[src/rtl/mips_multicycle_core.sv]
// Multi-cycle MIPS core: shared fetch/data memory port with wait states,
// internal register file, illegal-opcode halt and retired-instruction counter.
module mips_multicycle_core #(
    parameter logic [31:0] RESET_PC = 32'h0000_0000,
    parameter int unsigned CNT_W    = 16
) (
    input  logic             clk,
    input  logic             rst,
    output logic             mem_req,
    output logic             mem_we,
    output logic [31:0]      mem_addr,
    output logic [31:0]      mem_wdata,
    input  logic [31:0]      mem_rdata,
    input  logic             mem_ready,
    output logic             halted,
    output logic [31:0]      dbg_pc,
    output logic             dbg_wb_valid,
    output logic [4:0]       dbg_wb_reg,
    output logic [31:0]      dbg_wb_data,
    output logic [CNT_W-1:0] instret
);

    localparam int unsigned XLEN = 32;
    localparam int unsigned NREG = 32;

    localparam logic [5:0] OP_RTYPE = 6'h00;
    localparam logic [5:0] OP_J     = 6'h02;
    localparam logic [5:0] OP_BEQ   = 6'h04;
    localparam logic [5:0] OP_ADDI  = 6'h08;
    localparam logic [5:0] OP_LW    = 6'h23;
    localparam logic [5:0] OP_SW    = 6'h2B;

    localparam logic [5:0] FN_SLL = 6'h00;
    localparam logic [5:0] FN_SRL = 6'h02;
    localparam logic [5:0] FN_ADD = 6'h20;
    localparam logic [5:0] FN_SUB = 6'h22;
    localparam logic [5:0] FN_AND = 6'h24;
    localparam logic [5:0] FN_OR  = 6'h25;
    localparam logic [5:0] FN_SLT = 6'h2A;

    typedef enum logic [2:0] {
        S_FETCH, S_DECODE, S_EXEC, S_MEM, S_WB, S_HALT
    } state_t;

    state_t state, state_next;

    logic [XLEN-1:0] pc, ir, a, b, alu_out, mdr, br_tgt;
    logic [XLEN-1:0] regs [NREG];

    logic [5:0]      op, funct;
    logic [4:0]      rs, rt, rd, shamt, wb_dst;
    logic [XLEN-1:0] sext_imm, alu_result, wb_value;
    logic            is_rtype, is_addi, is_lw, is_sw, is_beq, is_j;
    logic            funct_ok, insn_legal;

    assign op       = ir[31:26];
    assign rs       = ir[25:21];
    assign rt       = ir[20:16];
    assign rd       = ir[15:11];
    assign shamt    = ir[10:6];
    assign funct    = ir[5:0];
    assign sext_imm = {{16{ir[15]}}, ir[15:0]};

    assign is_rtype = (op == OP_RTYPE);
    assign is_addi  = (op == OP_ADDI);
    assign is_lw    = (op == OP_LW);
    assign is_sw    = (op == OP_SW);
    assign is_beq   = (op == OP_BEQ);
    assign is_j     = (op == OP_J);

    assign funct_ok   = (funct == FN_SLL) || (funct == FN_SRL) || (funct == FN_ADD) ||
                        (funct == FN_SUB) || (funct == FN_AND) || (funct == FN_OR)  ||
                        (funct == FN_SLT);
    assign insn_legal = (is_rtype && funct_ok) || is_addi || is_lw || is_sw || is_beq || is_j;

    assign wb_dst   = is_rtype ? rd : rt;
    assign wb_value = is_lw ? mdr : alu_out;

    // ALU: R-type ops, otherwise base + sign-extended immediate (addi, lw, sw)
    always_comb begin
        alu_result = a + sext_imm;
        if (is_rtype) begin
            case (funct)
                FN_ADD:  alu_result = a + b;
                FN_SUB:  alu_result = a - b;
                FN_AND:  alu_result = a & b;
                FN_OR:   alu_result = a | b;
                FN_SLT:  alu_result = XLEN'($signed(a) < $signed(b));
                FN_SLL:  alu_result = b << shamt;
                FN_SRL:  alu_result = b >> shamt;
                default: alu_result = a + b;
            endcase
        end
    end

    // State register
    always_ff @(posedge clk or posedge rst) begin
        if (rst) state <= S_FETCH;
        else     state <= state_next;
    end

    // Next-state logic
    always_comb begin
        state_next = state;
        case (state)
            S_FETCH:  if (mem_ready) state_next = S_DECODE;
            S_DECODE: state_next = insn_legal ? S_EXEC : S_HALT;
            S_EXEC: begin
                if (is_lw || is_sw)           state_next = S_MEM;
                else if (is_rtype || is_addi) state_next = S_WB;
                else                          state_next = S_FETCH;
            end
            S_MEM:    if (mem_ready) state_next = is_lw ? S_WB : S_FETCH;
            S_WB:     state_next = S_FETCH;
            S_HALT:   state_next = S_HALT;
            default:  state_next = S_FETCH;
        endcase
    end

    // Memory port is decoded straight from state so a request drops with rst at once
    always_comb begin
        mem_req   = 1'b0;
        mem_we    = 1'b0;
        mem_addr  = {pc[31:2], 2'b00};
        mem_wdata = b;
        if (!rst) begin
            case (state)
                S_FETCH: mem_req = 1'b1;
                S_MEM: begin
                    mem_req  = 1'b1;
                    mem_we   = is_sw;
                    mem_addr = {alu_out[31:2], 2'b00};
                end
                default: ;
            endcase
        end
    end

    // Datapath registers, register file, debug/retire outputs
    always_ff @(posedge clk or posedge rst) begin
        if (rst) begin
            pc           <= RESET_PC;
            ir           <= '0;
            a            <= '0;
            b            <= '0;
            alu_out      <= '0;
            mdr          <= '0;
            br_tgt       <= '0;
            halted       <= 1'b0;
            dbg_pc       <= RESET_PC;
            dbg_wb_valid <= 1'b0;
            dbg_wb_reg   <= '0;
            dbg_wb_data  <= '0;
            instret      <= '0;
            for (int i = 0; i < NREG; i++) regs[i] <= '0;
        end else begin
            dbg_wb_valid <= 1'b0;
            case (state)
                S_FETCH: begin
                    if (mem_ready) begin
                        ir     <= mem_rdata;
                        pc     <= pc + 32'd4;
                        dbg_pc <= pc;
                    end
                end
                S_DECODE: begin
                    a      <= regs[rs];
                    b      <= regs[rt];
                    br_tgt <= pc + {sext_imm[29:0], 2'b00};
                    if (!insn_legal) halted <= 1'b1;
                end
                S_EXEC: begin
                    alu_out <= alu_result;
                    if (is_rtype || is_addi) begin
                        dbg_wb_valid <= 1'b1;
                        dbg_wb_reg   <= wb_dst;
                        dbg_wb_data  <= alu_result;
                    end
                    if (is_beq) begin
                        if (a == b) pc <= br_tgt;
                        instret <= instret + CNT_W'(1);
                    end
                    if (is_j) begin
                        pc      <= {pc[31:28], ir[25:0], 2'b00};
                        instret <= instret + CNT_W'(1);
                    end
                end
                S_MEM: begin
                    if (mem_ready) begin
                        if (is_lw) begin
                            mdr          <= mem_rdata;
                            dbg_wb_valid <= 1'b1;
                            dbg_wb_reg   <= rt;
                            dbg_wb_data  <= mem_rdata;
                        end else begin
                            instret <= instret + CNT_W'(1);
                        end
                    end
                end
                S_WB: begin
                    // register 0 stays hard-wired to zero
                    if (wb_dst != 5'd0) regs[wb_dst] <= wb_value;
                    instret <= instret + CNT_W'(1);
                end
                default: ;
            endcase
        end
    end

endmodule
[config.mk]
export PLATFORM = sky130hd
export DESIGN_NAME = mips_multicycle_core
export DESIGN_NICKNAME = d
export VERILOG_FILES = /design/src/rtl/mips_multicycle_core.sv
export SDC_FILE = /design/constraint.sdc
export NUM_CORES = 2
export LEC_CHECK = 0
export BUFFER_PORTS_ARGS = -buffer_cell sky130_fd_sc_hd__buf_4
export CELL_PAD_IN_SITES_DETAIL_PLACEMENT = 0
export CELL_PAD_IN_SITES_GLOBAL_PLACEMENT = 1
export CORE_MARGIN = 8
export CORE_UTILIZATION = 40
export CTS_CLUSTER_DIAMETER = 100
export DETAILED_ROUTE_END_ITERATION = 6
export HOLD_SLACK_MARGIN = 0.1
export PLACE_DENSITY = 0.64
export SKIP_LAST_GASP = 1
export SYNTH_ARGS = -nofsm -noshare
export SYNTH_HDL_FRONTEND = slang
export SYNTH_SLANG_ARGS = --single-unit
[constraint.sdc]
create_clock -name clk -period 98.9 [get_ports clk]
set_clock_uncertainty 0.05 [all_clocks]
set_input_delay 0 -clock clk [delete_from_list [all_inputs] [get_ports clk]]
set_output_delay 0 -clock clk [all_outputs]
set_load 0.005 [all_outputs]
==> reports/results.txt <==
CP Capture Type: register
Clock sink count: 1338
First-pass DRT Iterations: 7
TNS Setup: 0 ns
Synthesized area: 77600 µm²
Final setup fails: 0
Synth cell types: 99
CP startpoint: ir[17]$_DFFE_PP0P_
R2R setup slack: 93.35 ns
Max-slew headroom: 13.0%
Mapped Cells: 7305
Fin nets: 7386
TritonCTS clock tree: built
Iteration-0 DRC Markers: 6350
DR vias: 60500
Fill cell count: 18000
Site Rows: 161
Post-Synth XOR/XNOR Area: 0.993%
Initial Utilization: 40.3%
Core footprint: 193000 µm²
Hold Slack: 0.175 ns
Post-synthesis mux area share: 24.0%
Number of gates resized after cts: 0
Vias in the first global route: 59400
Largest net degree at the start of global routing: 174
Area of the multi-input gates: 41200 µm²
Critical Path Sink: mem_wdata[12]$_DFFE_PP0N_
Post-Synthesis Mean Instance Area: 10.6 µm²
Setup ws final: 93.35 ns
Sequential area share after synthesis: 43.2%
Worst R2R End: mem_wdata[12]$_DFFE_PP0N_
Adder-cell share of the synthesized area: 2.65%
Min cycle time layout: 5.55 ns
Largest family of logic cells by synthesized area: multiplexers
Arr. time, crit path: 6.15 ns
DP Cell Count: 9475
Clock latency on the worst-skew pair: 0.83 ns
CTS Buffer Depth: 3
Largest Register: regs
VDD IR-drop max: 0.0255 mV
Most common cell in the netlist: dfrtp_1
Synth top area cells: dfrtp_1 (43%), mux4_2 (20%), o21ai_0 (4.9%)
Pre-CTS WS: 93.40 ns
Final wirelength: 293 mm
Remaining Overflow, GRT: 0
Total power: 3050 µW
Number of synthesized flops with an enable pin: 0
Critical R2R Launch: ir[17]$_DFFE_PP0P_
DRC: 1
Crit Path Max Fanout: 55
First-pass GRT wire length: 430 mm
DIE AREA: 208000 µm²
Worst-path clk slew: 0.06 ns
Failing checks: DRC
Final Hold Viols: 0
Initial antenna violation count: 10
Post-DP HPWL: 189 mm
Port-buffer cells: 185
Setup CP Type: register to register
Storage cell area: 33500 µm²
GPL Wtd Cong: 0.990
Worst path required time: 99.50 ns
Syn. warnings: 0
FF-to-FF path depth: 8
Max FFs per register: 1024
RSZ-0062 raised after global routing: no
Synth top cells by count: dfrtp_1 (1338), nand2_1 (963), o21ai_0 (761)
IO Pins: 188
Final Max Slew Viols: 0
Die width: 456 µm
Max-cap violations: 0
Outcome: complete, but fails checks
Syn-to-layout area delta: 12.2%
Final period util: 5.61%
Worst hold path type: input port to register
Non-Filler Instances: 9842
Async set or reset register ratio after synthesis: 100%
Seq cells post-synth: 1338
Die Y-Extent: 456 µm
Compound-gate portion of the synthesized area: 13.8%
Post-DRT Antenna Nets: 0
Slew @ Worst Pin: 1.28 ns
Simple-gate share of the synthesized area: 11.0%
Root buffer cell: clkbuf_16
PwrDens: 35.0 nW/µm²
Total track usage: 27.5%
Layout cells sized above 1: 20.6%
Most used DFF post-synth: dfrtp_1
Hold Buf Count CTS: 83
Inserted Clock Buffers: 155
Synth area leader: dfrtp_1
Post-CTS Setup Bufs: 0
# H-tree levels: 4
Via density per instance: 6.15
Max Fclk: 180 MHz
Static Leakage: 0.0370 µW
Startpoint Class: register
Wire per inst: 29.8 µm
Yosys top cell area share: 43.2%
how the worst min path moves through the flow:
stage	startpoint	to	slack, ns	cells after the start
2_1_floorplan	rst	mem_req	-0.01	1
3_3_place_gp	rst	state[2]$_DFFE_PP0P_	0.15	2
3_5_place_dp	rst	state[2]$_DFFE_PP0P_	0.15	2
4_1_cts	mem_ready	state[0]$_DFFE_PP0P_	0.11	5
5_1_grt	mem_rdata[18]	dbg_wb_data[18]$_DFFE_PP0P_	0.22	5
6_report	mem_ready	state[0]$_DFFE_PP0P_	0.17	5
area by class of cell:
cell class / instances / area share, %
multi-input combinational: 5140 / 47.3
sequential: 1338 / 38.5
clock buffer: 225 / 5.26
timing repair buffer: 422 / 3.95
tap: 2526 / 3.63
clock inverter: 51 / 0.703
inverter: 132 / 0.578
antenna: 8 / 0.0230
logic make-up (layout without fill, tap and decap cells):
family / after synthesis / in the layout
adders and majority gates: 162 / 162
other: 1 / 10
DFF: 1338 / 1338
xor gates and xnor gates: 88 / 88
muxes: 955 / 955
and+or+nand+nor: 2035 / 2035
buffers and inverters: 828 / 830
AOI/OAI and AO/OA: 1898 / 1898
stage by stage:
stage | area, µm² | util [%]
detailed placement | 81000 | 42.1
finish | 87000 | 45.2
global route | 87000 | 45.2
floorplan | 77600 | -
CTS | 87000 | 45.2
global placement | 81000 | 42.1
worst max-delay path, cell delays in order, from the launching register on:
cell and delay, ns:
dfrtp_4 0.83, buf_4 0.80, buf_4 0.76, buf_4 0.75
buf_4 0.64, mux4_2 0.58, mux4_2 0.45, mux2i_1 0.17
o21ai_0 0.11
per-layer routing:
| layer | wire length, µm | vias to the layer above | global-route usage (%) | part of all wire (%) |
|---|---|---|---|---|
| li1 | - | 26400 | - | - |
| met1 | 124000 | 31100 | 38.2 | 42 |
| met2 | 135000 | 2464 | 43.3 | 46 |
| met3 | 20800 | 558 | 5.02 | 7.1 |
| met4 | 12500 | 2 | 10.3 | 4.3 |
| met5 | 13 | - | 0 | 0.0044 |
placed cells by master, fill, tap and decap left out, drive strengths merged, types with 29 or more instances in the layout:
cell type    Yosys  routed
a21o            40      40
mux2            92      92
ha             158     158
nand2          967     967
xnor2           57      57
clkbuf         477     225
clkinv           0      29
dlygate4sd3      0      83
nor2           710     710
a21oi          721     721
and3            33      33
dfrtp         1338    1338
o21ai          785     785
buf            219     339
a31oi           29      29
nand3           91      91
o211ai          38      38
inv            132     143
mux4           711     711
mux2i          152     152
nor3            65      65
xor2            31      31
where the power goes:
group	switching, µW	internal, µW
clock	246	346
sequential	243	766
combinational	797	651
(Power assumes the default switching activity.)
